<file path="src/rtl/decode_scoreboard_pkg.sv">
// decode_scoreboard_pkg: shared FSM encodings and constants for the decode scoreboard
package decode_scoreboard_pkg;
  typedef enum logic {L_IDLE, L_WAIT} ldState_t;
  typedef enum logic {M_IDLE, M_BUSY} mduState_t;
  localparam logic [4:0] REG_ZERO = 5'd0;
  localparam int DEF_MDU_LAT = 4;
  localparam int DEF_FPU_LAT = 3;
  localparam int DEF_CNT_W = 3;
endpackage

</file>
<file path="src/rtl/sb_latency_counter.sv">
// sb_latency_counter: per-register result latency counter, loads on issue and counts down to zero
module sb_latency_counter #(
  parameter int CNT_W = 3
) (
  input  logic             iClk,
  input  logic             iRst_n,
  input  logic             iLoad,
  input  logic [CNT_W-1:0] iLoadVal,
  output logic             oBusy
);
  logic [CNT_W-1:0] cnt;
  assign oBusy = cnt != '0;
  always_ff @(posedge iClk or negedge iRst_n)
    if (!iRst_n) cnt <= '0;
    else if (iLoad) cnt <= iLoadVal;
    else if (oBusy) cnt <= cnt - 1'b1;
endmodule

</file>
<file path="src/rtl/decode_scoreboard.sv">
// decode_scoreboard: tracks in-flight multi-cycle destinations and stalls decode on RAW/WAW/structural hazards
module decode_scoreboard
  import decode_scoreboard_pkg::*;
#(
  parameter int MDU_LAT = DEF_MDU_LAT,
  parameter int FPU_LAT = DEF_FPU_LAT,
  parameter int CNT_W = DEF_CNT_W
) (
  input  logic        iClk,
  input  logic        iRst_n,
  input  logic        iValid,
  input  logic        iFlush,
  input  logic [4:0]  iSrc0Addr,
  input  logic [4:0]  iSrc1Addr,
  input  logic        iSrc0En,
  input  logic        iSrc1En,
  input  logic [4:0]  iWriteAddr,
  input  logic        iWriteEn,
  input  logic        iMduOp,
  input  logic        iFpuCmd,
  input  logic        iLoadCmd,
  input  logic        iLoadDone,
  output logic        oStall,
  output logic [31:0] oPending,
  output logic        oMduBusy,
  output logic        oLoadBusy
);
  ldState_t ldState, ldNext;
  mduState_t mduState, mduNext;
  logic [4:0] ldTag, ldTagNext;
  logic [CNT_W-1:0] mduCnt, mduCntNext;
  logic [31:0] cntBusy, ldMask;
  logic issue, trackWrite, cntLoadEn;
  logic rawStall0, rawStall1, wawStall, mduStall, ldStall;
  logic [CNT_W-1:0] latVal;
  assign trackWrite = iWriteEn & (iWriteAddr != REG_ZERO);
  assign latVal = iMduOp ? CNT_W'(MDU_LAT) : CNT_W'(FPU_LAT);
  assign cntLoadEn = issue & trackWrite & (iMduOp | iFpuCmd);
  assign cntBusy[0] = 1'b0;
  for (genvar r = 1; r < 32; r++) begin : gCnt
    sb_latency_counter #(.CNT_W(CNT_W)) uCnt (
      .iClk    (iClk),
      .iRst_n  (iRst_n),
      .iLoad   (cntLoadEn && iWriteAddr == 5'(r)),
      .iLoadVal(latVal),
      .oBusy   (cntBusy[r])
    );
  end
  assign ldMask = (ldState == L_WAIT) ? (32'd1 << ldTag) : 32'd0;
  assign oPending = (cntBusy | ldMask) & ~32'd1;
  assign oMduBusy = mduState == M_BUSY;
  assign oLoadBusy = ldState == L_WAIT;
  assign rawStall0 = iSrc0En & (iSrc0Addr != REG_ZERO) & oPending[iSrc0Addr];
  assign rawStall1 = iSrc1En & (iSrc1Addr != REG_ZERO) & oPending[iSrc1Addr];
  assign wawStall = trackWrite & oPending[iWriteAddr];
  assign mduStall = iMduOp & oMduBusy;
  assign ldStall = iLoadCmd & oLoadBusy;
  // Flush squashes issue but leaves the stall visible to fetch
  assign oStall = iValid & (rawStall0 | rawStall1 | wawStall | mduStall | ldStall);
  assign issue = iValid & ~iFlush & ~oStall;
  always_comb begin
    ldNext = ldState;
    ldTagNext = ldTag;
    mduNext = mduState;
    mduCntNext = mduCnt;
    if (ldState == L_IDLE && issue && iLoadCmd) begin
      ldNext = L_WAIT;
      ldTagNext = trackWrite ? iWriteAddr : REG_ZERO;
    end else if (ldState == L_WAIT && iLoadDone) begin
      ldNext = L_IDLE;
    end
    if (issue && iMduOp) begin
      mduNext = M_BUSY;
      mduCntNext = CNT_W'(MDU_LAT);
    end else if (mduState == M_BUSY) begin
      mduCntNext = mduCnt - 1'b1;
      mduNext = (mduCnt == CNT_W'(1)) ? M_IDLE : M_BUSY;
    end
  end
  always_ff @(posedge iClk or negedge iRst_n)
    if (!iRst_n) begin
      ldState <= L_IDLE;
      ldTag <= REG_ZERO;
      mduState <= M_IDLE;
      mduCnt <= '0;
    end else begin
      ldState <= ldNext;
      ldTag <= ldTagNext;
      mduState <= mduNext;
      mduCnt <= mduCntNext;
    end
endmodule

</file>
<file path="config.mk">
export PLATFORM = sky130hd
export DESIGN_NAME = decode_scoreboard
export DESIGN_NICKNAME = d
export VERILOG_FILES = /design/src/rtl/decode_scoreboard_pkg.sv /design/src/rtl/sb_latency_counter.sv /design/src/rtl/decode_scoreboard.sv
export SDC_FILE = /design/constraint.sdc
export NUM_CORES = 1
export LEC_CHECK = 0
export CAP_MARGIN = 40
export CORE_MARGIN = 8
export CORE_UTILIZATION = 43
export DETAILED_ROUTE_END_ITERATION = 12
export SLEW_MARGIN = 20
export SYNTH_ARGS = -nofsm -noshare
export SYNTH_HDL_FRONTEND = slang
export SYNTH_SLANG_ARGS = --single-unit
export TNS_END_PERCENT = 50
</file>
<file path="constraint.sdc">
create_clock -name iClk -period 3.4 [get_ports iClk]
set_input_delay 0.51 -clock iClk [delete_from_list [all_inputs] [get_ports iClk]]
set_output_delay 0.51 -clock iClk [all_outputs]
set_load 0.1 [all_outputs]
</file>
==> flow_metrics.env <==
export IMPL_run_status="finished, violations left"
export IMPL_violations="negative setup slack"
export IMPL_max_capacitance_violation_count=0
export IMPL_pre_cts_ws_ps=-145
export IMPL_grt_total_usage_pct=21.1
export IMPL_cts_inserted_buffers=9
export IMPL_clock_insertion_delay_worst_skew_ps=360
export IMPL_syn_mean_instance_area_um2=8.73
export IMPL_num_nets_final=1114
export IMPL_detail_route_first_pass_iterations=7
export IMPL_period_share_pct=101
export IMPL_layout_min_cycle_time_ps=3440
export IMPL_drtIter0Drc=455
export IMPL_required_ps=2890
export IMPL_worst_clock_skew_ps=10.0
export IMPL_cts_buffer_depth=2
export IMPL_htree_num_levels=3
export IMPL_worst_ep_arrival_time_ps=2930
export IMPL_worst_setup_path_start_kind="register"
export IMPL_p_per_area_mw_per_mm2=925
export IMPL_final_routed_wire_length_divided_by_cell_count_um=18.9
export IMPL_postRouteAntennaNets=0
export IMPL_tritoncts_num_sinks=103
export IMPL_via_count_of_the_first_global_routing_pass=6982
export IMPL_grt_start_max_net_pins=82
export IMPL_clock_tree_from_tritoncts="done"
export IMPL_worst_slew_margin_rel_pct=45.8
export IMPL_grt_first_pass_wirelength_um=37500
export IMPL_synth_ff_type="sky130_fd_sc_hd__dfrtp_1"
export IMPL_ys_types=72
export IMPL_critPathCaptureType="output port"
export IMPL_path_delay_family="compound AO/OA/AOI/OAI gates"
export IMPL_critPathMaxStageDelay_ps=530
export IMPL_num_rows=49
export IMPL_yosysSeqAreaShare_pct=32.6
export IMPL_fp_dieW_um=152
export IMPL_setup_viol_count_final=5
export IMPL_route_vias_total=6990
export IMPL_floorplan_io_pins=61
export IMPL_grt_antenna_before_repair=0
export IMPL_placement_io_buffers=59
export IMPL_cts_reportedPaths_clkPinSlew_ps=70
export IMPL_post_dp_hpwl_um=17900
export IMPL_portion_of_netlist_area_occupied_by_mux_cells_pct=12.9
export IMPL_vdd_drop_max_uv=598
export IMPL_reg2reg_from="oLoadBusy$_DFFE_PN0P_"
export IMPL_drt_vias_per_instance=5.56
export IMPL_synth_simple_gate_area_share_pct=18.7
export IMPL_die_h_um=152
export IMPL_synth_xor_area_share_pct=3.77
export IMPL_rr_endpoint="gCnt[19].uCnt.cnt[2]$_DFFE_PN0P_"
export IMPL_synth_top_family_by_area="simple AND/OR/NAND/NOR gates"
export IMPL_critical_path_n_buffers_inverters=4
export IMPL_worstPathMaxFanout=7
export IMPL_yosys_register_bits=103
export IMPL_syn_to_final_growth_pct=24.4
export IMPL_rsz_0062_raised_after_global_routing="yes"
export IMPL_p_leak_uw=0.00431
export IMPL_drv_slew=0
export IMPL_wirelength_um=23800
export IMPL_synth_area_mm2=0.00791
export IMPL_antenna_diode_count=0
export IMPL_initial_standard_cell_utilization_of_the_core_pct=43.9
export IMPL_gr_total_overflow=0
export IMPL_setup_reg_to_reg_worst_slack_ps=-30
export IMPL_instances_no_fill=1257
export IMPL_post_route_cells_drive_above_1_share_pct=19.9
export IMPL_final_critical_path_setup_slack_ps=-44.0
export IMPL_ys_async_sr_fraction_pct=100
export IMPL_root_buffer="sky130_fd_sc_hd__clkbuf_16"
export IMPL_synth_edff_count=0
export IMPL_max_clock_freq_mhz=290
export IMPL_hold_viol=0
export IMPL_min_delay_path_class="input port to asynchronous set/reset pin"
export IMPL_synthesized_instance_count=906
export IMPL_setup_total_negative_slack_ps=-105
export IMPL_timing_critical_path_slowest_stage_cell="sky130_fd_sc_hd__dfrtp_4"
export IMPL_drt_drc_violations_left=0
export IMPL_die_area_mm2=0.0230
export IMPL_area_fraction_in_compound_gates_after_synthesis_pct=14.0
export IMPL_design_core_area_mm2=0.0180
export IMPL_cts_hold_fix_buffers=0
export IMPL_yosysWarningCount=0
export IMPL_cells_along_the_critical_path="buf_6 -> nand4b_1 -> buf_6 -> o311ai_4 -> buf_4 -> a22oi_2 -> o211ai_1 -> a2111oi_2 -> a211o_1 -> nand4_4 -> nor2_4 -> nor2b_4 -> buf_12"
export IMPL_reg2reg_depth=14
export IMPL_synthesis_nets=996
export IMPL_worstSetupPathType="register to output port"
export IMPL_worst_pin_slew_ps=813
export IMPL_dp_cells=1234
export IMPL_gp_routability_congestion=1.02
export IMPL_timing_critical_path_mode_cell="sky130_fd_sc_hd__buf_6"
export IMPL_source_of_the_critical_timing_path="oLoadBusy$_DFFE_PN0P_"
export IMPL_layout_filler_cells=1707
export IMPL_synth_adder_area_share_pct=10.1
report_power, final:
group          internal (µW)  switching [µW]
clock network            640             475
logic                   2120            3550
registers               1900             412
total                   4660            4430
Yosys cell counts (18+ instances only):
cell	number	share of area, %
sky130_fd_sc_hd__dfrtp_1	103	33
sky130_fd_sc_hd__inv_1	103	4.9
sky130_fd_sc_hd__mux2i_1	95	12
sky130_fd_sc_hd__nand2_1	72	3.4
sky130_fd_sc_hd__ha_1	64	10
sky130_fd_sc_hd__nor2_1	62	2.9
sky130_fd_sc_hd__o21ai_0	41	2.6
sky130_fd_sc_hd__nor3_1	40	2.5
sky130_fd_sc_hd__nand2b_1	37	2.9
sky130_fd_sc_hd__nand3_1	37	2.3
sky130_fd_sc_hd__xnor2_1	33	3.7
sky130_fd_sc_hd__clkbuf_1	27	1.3
sky130_fd_sc_hd__a21oi_1	25	1.6
sky130_fd_sc_hd__o31ai_1	18	1.7
layout by cell type, fill, tap and decap left out, types with 5 or more instances in the layout:
master                            count
sky130_fd_sc_hd__a21o_1              10
sky130_fd_sc_hd__a21oi_1             22
sky130_fd_sc_hd__a21oi_2              5
sky130_fd_sc_hd__a31oi_1              6
sky130_fd_sc_hd__and2_1               5
sky130_fd_sc_hd__buf_12               6
sky130_fd_sc_hd__buf_4              120
sky130_fd_sc_hd__clkbuf_16            9
sky130_fd_sc_hd__clkdlybuf4s50_1     23
sky130_fd_sc_hd__dfrtp_1            102
sky130_fd_sc_hd__ha_1                64
sky130_fd_sc_hd__inv_1              103
sky130_fd_sc_hd__mux2i_1             95
sky130_fd_sc_hd__nand2_1             72
sky130_fd_sc_hd__nand2b_1            37
sky130_fd_sc_hd__nand3_1             37
sky130_fd_sc_hd__nor2_1              58
sky130_fd_sc_hd__nor2b_1              7
sky130_fd_sc_hd__nor3_1              37
sky130_fd_sc_hd__o211ai_1             5
sky130_fd_sc_hd__o21ai_0             41
sky130_fd_sc_hd__o22ai_1              8
sky130_fd_sc_hd__o31ai_1              6
sky130_fd_sc_hd__o31ai_2             12
sky130_fd_sc_hd__o41ai_2              7
sky130_fd_sc_hd__xnor2_1             33
stage by stage:
step	total power, µW	hold slack [ps]	utilization, %	instance area (µm²)
after floorplan	6450	214	-	8010
after global placement	7710	429	51.5	9280
after detailed placement	7810	430	51.5	9280
after CTS	9040	42.5	53.8	9690
after global routing	9810	60.7	54.6	9830
final	9090	41.1	54.6	9830
final cells by class:
type	count	area (µm²)	share of cell area (%)
Multi-Input combinational cell	653	4970	50.6
Sequential cell	103	2580	26.3
Timing Repair Buffer	153	1290	13.1
Inverter	104	390	3.97
Tap cell	229	287	2.91
Clock buffer	9	225	2.29
Clock inverter	6	86.3	0.878
cell families (layout without fill, tap and decap cells):
kind of cell,Yosys count,count (layout)
DFF,103,103
buffers and inverters,150,272
muxes,100,100
and+or+nand+nor,294,294
adders and majority gates,64,64
other,1,1
AOI/OAI and AO/OA,160,160
xor gates and xnor gates,34,34
what timing repair did:
| action | 4_1_cts | 5_1_grt |
|---|---|---|
| setup endpoints to repair | 1 | 99 |
| setup buffers | 8 | 0 |
| gates resized for setup | 14 | 26 |
| pin swaps | 6 | 7 |
flip-flops by register name (all words and copies together), names as in the netlist:
register and count:
ldTag 5, mduCnt 3, oLoadBusy 1, oMduBusy 1, gCnt.uCnt.cnt 93
per-layer routing:
layer  track usage, %  share of wire, %  vias up
met4             7.45               2.0        0
met1             26.6                43     3371
met2             35.9                50      215
met5                0                 0        -
li1                 -                 -     3366
met3             3.18               5.3       38
how the worst max path moves through the flow:
stage / slack (ps) / cells past startpoint / endpoint
2_1_floorplan: -730 / 10 / oStall
3_3_place_gp: -120 / 10 / gCnt[24].uCnt.cnt[2]$_DFFE_PN0P_
3_5_place_dp: -150 / 12 / gCnt[19].uCnt.cnt[2]$_DFFE_PN0P_
4_1_cts: -6 / 12 / oStall
5_1_grt: -160 / 14 / gCnt[19].uCnt.cnt[2]$_DFFE_PN0P_
6_report: -40 / 13 / oStall
No activity file was read; power rests on OpenSTA's default activity.
